$ cat src/rtl/pbit_sample_decoder.sv
// pbit_sample_decoder: start/done measurement engine for the 4-bit p-bit adder.
// After an accepted start it drops BURN_IN clocks so the p-bit network can settle.
// It then samples a/b/sum/overflow for exactly steps_q clocks.
// Each bit is decoded by strict majority, and the engine counts the samples
// where a + b equals {ovf, sum}.
module pbit_sample_decoder #(
  parameter int WIDTH   = 4,
  parameter int CNT_W   = 16,
  parameter int BURN_IN = 16
) (
  input  logic             clk,
  input  logic             reset,
  input  logic             start,
  input  logic [CNT_W-1:0] steps,
  input  logic [WIDTH-1:0] a_in,
  input  logic [WIDTH-1:0] b_in,
  input  logic [WIDTH-1:0] s_in,
  input  logic             ovf_in,
  output logic             busy,
  output logic             done,
  output logic [WIDTH-1:0] a_dec,
  output logic [WIDTH-1:0] b_dec,
  output logic [WIDTH-1:0] s_dec,
  output logic             ovf_dec,
  output logic [CNT_W-1:0] consistent_count
);

  // One counter each for every a, b and sum bit, plus one for overflow.
  localparam int NB = 3*WIDTH + 1;
  // Width of the burn-in counter, which runs from 0 to BURN_IN-1.
  localparam int BW = (BURN_IN > 1) ? $clog2(BURN_IN) : 1;
  localparam logic [BW-1:0] BURN_LAST = (BURN_IN > 0) ? BW'(BURN_IN - 1) : '0;

  typedef enum logic [1:0] {
    S_IDLE = 2'd0,
    S_BURN = 2'd1,
    S_ACC  = 2'd2,
    S_DONE = 2'd3
  } state_t;

  state_t           state_q, state_d;
  logic [CNT_W-1:0] steps_q;
  logic [BW-1:0]    burn_q;
  logic [CNT_W-1:0] acc_q;
  logic [CNT_W-1:0] cons_q;
  logic [CNT_W-1:0] cnt_q [NB];
  logic [NB-1:0]    dec_bit;
  logic [NB-1:0]    dec_q;
  logic [CNT_W-1:0] cons_out_q;

  logic             start_ok;
  logic             burn_last;
  logic             acc_full;
  logic             sample_en;
  logic             clear_en;
  logic [WIDTH:0]   sum_w;
  logic             consistent;
  logic [NB-1:0]    smp;

  // A start request is honoured only when it asks for a non-empty run.
  assign start_ok   = start && (steps != '0);
  assign burn_last  = (burn_q == BURN_LAST);
  // acc_q counts samples already taken; once it reaches steps_q, one extra
  // ACC cycle registers the decoded results before DONE.
  assign acc_full   = (acc_q == steps_q);
  assign sample_en  = (state_q == S_ACC) && !acc_full;
  assign clear_en   = (state_q == S_IDLE) && start_ok;
  assign smp        = {ovf_in, s_in, b_in, a_in};
  // The sum is compared at WIDTH+1 bits, so the carry must match ovf_in.
  assign sum_w      = {1'b0, a_in} + {1'b0, b_in};
  assign consistent = (sum_w == {ovf_in, s_in});

  // State register
  always_ff @(posedge clk or posedge reset) begin
    if (reset) state_q <= S_IDLE;
    else       state_q <= state_d;
  end

  // Next-state logic
  always_comb begin
    state_d = state_q;
    case (state_q)
      S_IDLE: if (start_ok) state_d = (BURN_IN == 0) ? S_ACC : S_BURN;
      S_BURN: if (burn_last) state_d = S_ACC;
      S_ACC:  if (acc_full) state_d = S_DONE;
      S_DONE: state_d = S_IDLE;
      default: state_d = S_IDLE;
    endcase
  end

  // Status outputs decoded straight from the state register
  always_comb begin
    busy = 1'b0;
    done = 1'b0;
    case (state_q)
      S_BURN, S_ACC: busy = 1'b1;
      S_DONE:        done = 1'b1;
      default: ;
    endcase
  end

  // Run control: steps capture, burn-in counter, sample counter, consistency counter
  always_ff @(posedge clk or posedge reset) begin
    if (reset) begin
      steps_q <= '0;
      burn_q  <= '0;
      acc_q   <= '0;
      cons_q  <= '0;
    end else if (clear_en) begin
      steps_q <= steps;
      burn_q  <= '0;
      acc_q   <= '0;
      cons_q  <= '0;
    end else if (state_q == S_BURN) begin
      burn_q <= burn_q + BW'(1);
    end else if (sample_en) begin
      acc_q <= acc_q + CNT_W'(1);
      if (consistent) cons_q <= cons_q + CNT_W'(1);
    end
  end

  // Per-bit ones counters and strict-majority decode (ties decode to 0)
  for (genvar gi = 0; gi < NB; gi++) begin : g_bit
    // Count the cycles in which this p-bit was sampled high
    always_ff @(posedge clk or posedge reset) begin
      if (reset)                     cnt_q[gi] <= '0;
      else if (clear_en)             cnt_q[gi] <= '0;
      else if (sample_en && smp[gi]) cnt_q[gi] <= cnt_q[gi] + CNT_W'(1);
    end
    assign dec_bit[gi] = {cnt_q[gi], 1'b0} > {1'b0, steps_q};
  end

  // Latch the results on the cycle that enters DONE; they are held until the next run ends
  always_ff @(posedge clk or posedge reset) begin
    if (reset) begin
      dec_q      <= '0;
      cons_out_q <= '0;
    end else if ((state_q == S_ACC) && acc_full) begin
      dec_q      <= dec_bit;
      cons_out_q <= cons_q;
    end
  end

  assign a_dec            = dec_q[WIDTH-1:0];
  assign b_dec            = dec_q[2*WIDTH-1:WIDTH];
  assign s_dec            = dec_q[3*WIDTH-1:2*WIDTH];
  assign ovf_dec          = dec_q[3*WIDTH];
  assign consistent_count = cons_out_q;

endmodule

$ cat config.mk
export PLATFORM = sky130hd
export DESIGN_NAME = pbit_sample_decoder
export DESIGN_NICKNAME = d
export VERILOG_FILES = /design/src/rtl/pbit_sample_decoder.sv
export SDC_FILE = /design/constraint.sdc
export NUM_CORES = 1
export LEC_CHECK = 0
export CORE_MARGIN = 4
export CORE_UTILIZATION = 57
export DETAILED_ROUTE_END_ITERATION = 7
export PLACE_DENSITY = 0.77
export SLEW_MARGIN = 30
export SYNTH_ARGS = -nofsm -noshare
export SYNTH_HDL_FRONTEND = slang
export SYNTH_SLANG_ARGS = --single-unit
$ cat constraint.sdc
create_clock -name clk -period 10 [get_ports clk]
set_clock_uncertainty 0.1 [all_clocks]
set_input_delay 2 -clock clk [delete_from_list [all_inputs] [get_ports clk]]
set_output_delay 2 -clock clk [all_outputs]
set_load 0.05 [all_outputs]
==> key figures <==
Power and ir drop
  • Max VDD drop: about 0.12 mV
  • Total Power: around 0.0034 W
  • Sw frac: between 30% and 40%
  • Switching power: 0.00106 W
  • Flop pwr share: between 40% and 50%
  • P_leak: 10.1 nW
  • Combinational power share: around 17%
  • Pint: about 0.0024 W
  • Clk pwr share: between 30 and 40%
  • Power Dens Cells: approximately 160 nW/um^2

Yosys
  • Most common cell in the netlist: dfrtp_1
  • Mux contribution to synthesized area: about 1.2%
  • Area share of fa/ha/maj cells after synthesis: between 10% and 20%
  • Synthesized area: around 19,000 um^2
  • Cell taking the most area after synthesis: dfrtp_1
  • Number of flops mapped to enable cells by yosys: 0
  • Seq/Total Area, Yosys: between 30 and 40%
  • Dominant cells by area after synthesis: dfrtp_1 39%, ha_1 15%, xnor2_1 6.7%
  • Synthesized area per cell: 9.28 um^2
  • Synth warn: 0
  • Mapped Cells: between 2,000 and 2,500
  • Xor and xnor area share after synthesis: a little under a tenth
  • Compound-gate portion of the synthesized area: about a tenth
  • Synthesized Nets: 2,285
  • Largest family of logic cells by synthesized area: simple AND/OR/NAND/NOR gates
  • Simple-gate share of the synthesized area: between 20% and 30%
  • Top cell type's share of synthesized area: about 39%
  • Synth cell count leaders: 291 x dfrtp_1, 221 x nor2_1, 219 x ha_1
  • Synth Register Bits: around 290
  • Asr flop ratio synth: 100%
  • Unique masters post-synth: 64
  • Synth Flop Type: dfrtp_1

Clock tree
  • Clock Sinks: 291
  • Hold-fix buffers, CTS: 0
  • CTS tree: done
  • Post-cts resize count: 0
  • Clk_lat worst skew: 0.53 ns
  • Clock Path Buffers: 3
  • Clk pin slew, worst setup/hold paths: around 0.050 ns
  • CTS Buf Count: 35
  • Root buf cell: clkbuf_16
  • Postcts setup bufs: 0
  • Htree depth: 2

Global routing
  • Initial antenna violation count: 0
  • GR Util All Layers: between 20% and 30%
  • Largest net degree at the start of global routing: 84
  • Overflow after GRT: 0
  • Vias in the first global route: 15,865
  • First-pass GRT wire length: a little over 80,000 um

Finish
  • Area of the multi-input gates: approximately 11,000 um^2
  • Fillers: around 2,600
  • P&R area growth vs syn: 11.7%
  • Antenna cells: 0
  • Share of cells above drive strength 1: about 5.5%
  • Nets@finish: approximately 2,300
  • Register area: 7280 um^2
  • Layout Cells excl Fill: roughly 2,500

Critical path
  • CP arrival: approximately 5.6 ns
  • Worst path bufs/invs: 3
  • WS Path Type: input pin to flop
  • Critical path's slowest cell: o41a_2
  • Crit Path Max Fanout: a little over 80
  • Crit start category: input pin
  • Worst path cell trace: clkdlybuf4s50_1, or4_1, o41a_2, buf_4, buf_4, or4_1, o21ai_0
  • Critical path endpoint category: flop
  • FF-to-FF setup slack: 6.13 ns
  • Family with the most delay on the worst path: buffers and inverters
  • CP required: between 10 and 15 ns
  • Crit-path max cell delay: approximately 0.80 ns

Place
  • RePlAce Congestion: about 0.86
  • Port Buf Inserts: just over 60
  • Cells after DPL: 2,485
  • Dpl hpwl: approximately 32,000 um

STA
  • Post-route setup TNS: 0 ns
  • Max Clock Freq: 190 MHz
  • Crit path time final: 5.26 ns
  • Min Hold Slack: slightly below 0.4 ns
  • # setup viols final: 0
  • RSZ-0062 raised after global routing: no
  • Final Max Slew Viols: 0
  • Hold Fails Final Rpt: 0
  • Worst slew pin tran: between 1 and 1.5 ns
  • Slew HR: between 30% and 40%
  • Final period utilization: 52.6%

Floorplan
  • Row cnt: between 60 and 70
  • Starting Density: 57.9%
  • Chip height: between 150 and 200 um
  • Core area: about 33,000 um^2
  • Top-Level Pins: 63
  • Die ar.: roughly 36,000 um^2
  • Die width: around 190 um

Detailed routing
  • DRC viols: 0
  • DR iter-0 viols: 1,229
  • Via count: 15,776
  • Pre-antenna DRT Iters: 5
  • Antenna viol nets, final: 0
  • Drt total wl: about 49,000 um
  • Vias per inst: approximately 6.2
  • Avg WL per Cell: approximately 19 um

Flow run
  • Total of max-cap violations: 0

Status
  • Status: finished clean

Min path
  • Hold crit path type: flop to flop
[power groups by stage]
stage	clock network, W	logic [W]	registers [W]
2_1_floorplan	0	0.000453	0.00152
3_3_place_gp	0	0.000543	0.00156
3_5_place_dp	0	0.000586	0.00158
4_1_cts	0.00129	0.000598	0.00156
5_1_grt	0.00134	0.000694	0.00159
6_report	0.00127	0.000595	0.00156
[flip-flops by register name, summed over array words and instances, names as in the netlist]
name              count
dec_q                13
steps_q              16
consistent_count     16
cons_q               16
cnt_q               208
acc_q                16
state_q               2
burn_q                4
[cells by family after synthesis]
logic type,Yosys count
xor gates and xnor gates,199
muxes,20
DFF,291
adders and majority gates,220
and+or+nand+nor,853
AOI/OAI and AO/OA,317
buffers and inverters,133
[worst reg2reg max path, cell delays in order, from the launching register on]
cell,delay [ns]
dfrtp_1,0.40
inv_1,0.11
ha_1,0.20
and2_1,0.21
o41a_2,0.69
buf_4,0.69
buf_4,0.82
a31oi_1,0.18
o21ai_0,0.23
o21ai_0,0.12
[worst paths after layout]
kind / end / startpoint / cells past startpoint
worst max-delay path: cnt_q[120]$_DFFE_PP0P_ / steps[10] / 7
worst min-delay path: consistent_count[4]$_DFFE_PP0P_ / consistent_count[4]$_DFFE_PP0P_ / 2
worst max register to register: acc_q[12]$_DFFE_PP0P_ / state_q[0]$_DFFE_PP0P_ / 9
worst min register to register: consistent_count[4]$_DFFE_PP0P_ / consistent_count[4]$_DFFE_PP0P_ / 2
max in group asynchronous: cnt_q[85]$_DFFE_PP0P_ / reset / 5
min in group asynchronous: state_q[1]$_DFFE_PP0P_ / reset / 2
[routing by layer]
| metal | track usage (%) | routed length (um) |
|---|---|---|
| met4 | 9.71 | 1680 |
| met2 | 45.6 | 23000 |
| met3 | 4.66 | 3280 |
| met5 | 0 | 0 |
| met1 | 36.8 | 21100 |
[metrics by stage]
stage          worst slack [ns]  area, um^2  utilization [%]
3_3_place_gp               4.27       19900             61.0
6_report                   4.74       21100             64.6
2_1_floorplan              4.04       18900                -
5_1_grt                    4.59       21100             64.6
3_5_place_dp               4.25       19900             61.1
4_1_cts                    4.79       21100             64.6
[cell type report]
cell class | instances | area share [%]
inverters | 60 | 1.09
multi-input cells | 1609 | 52.5
well taps | 442 | 2.62
clock inverters | 11 | 0.576
repair buffers | 83 | 3.81
flip-flops and latches | 291 | 34.6
clock buffers | 52 | 4.84
[cell usage in the layout (no fill, tap or decap), types with 6 or more instances in the layout]
master / count
clkbuf_8: 8
nor2_1: 221
o31ai_1: 15
nor3_1: 92
a31oi_1: 8
o21a_1: 8
nor3b_1: 19
o41ai_1: 6
a211oi_1: 15
nand4_1: 75
dfrtp_1: 291
nand3_1: 90
xnor2_1: 145
buf_4: 19
o21ai_1: 10
a21o_1: 41
nand2_1: 159
nor2b_1: 19
xor2_1: 54
a211o_1: 14
and3_1: 44
o211ai_1: 6
clkdlybuf4s50_1: 62
and4_1: 17
or4_1: 8
ha_1: 219
nand4b_1: 7
clkbuf_1: 9
o21ai_0: 92
nor4_1: 46
clkbuf_16: 35
mux2_2: 16
or3_1: 28
and2_1: 7
inv_1: 54
a21oi_1: 76
(Power assumes the default switching activity.)
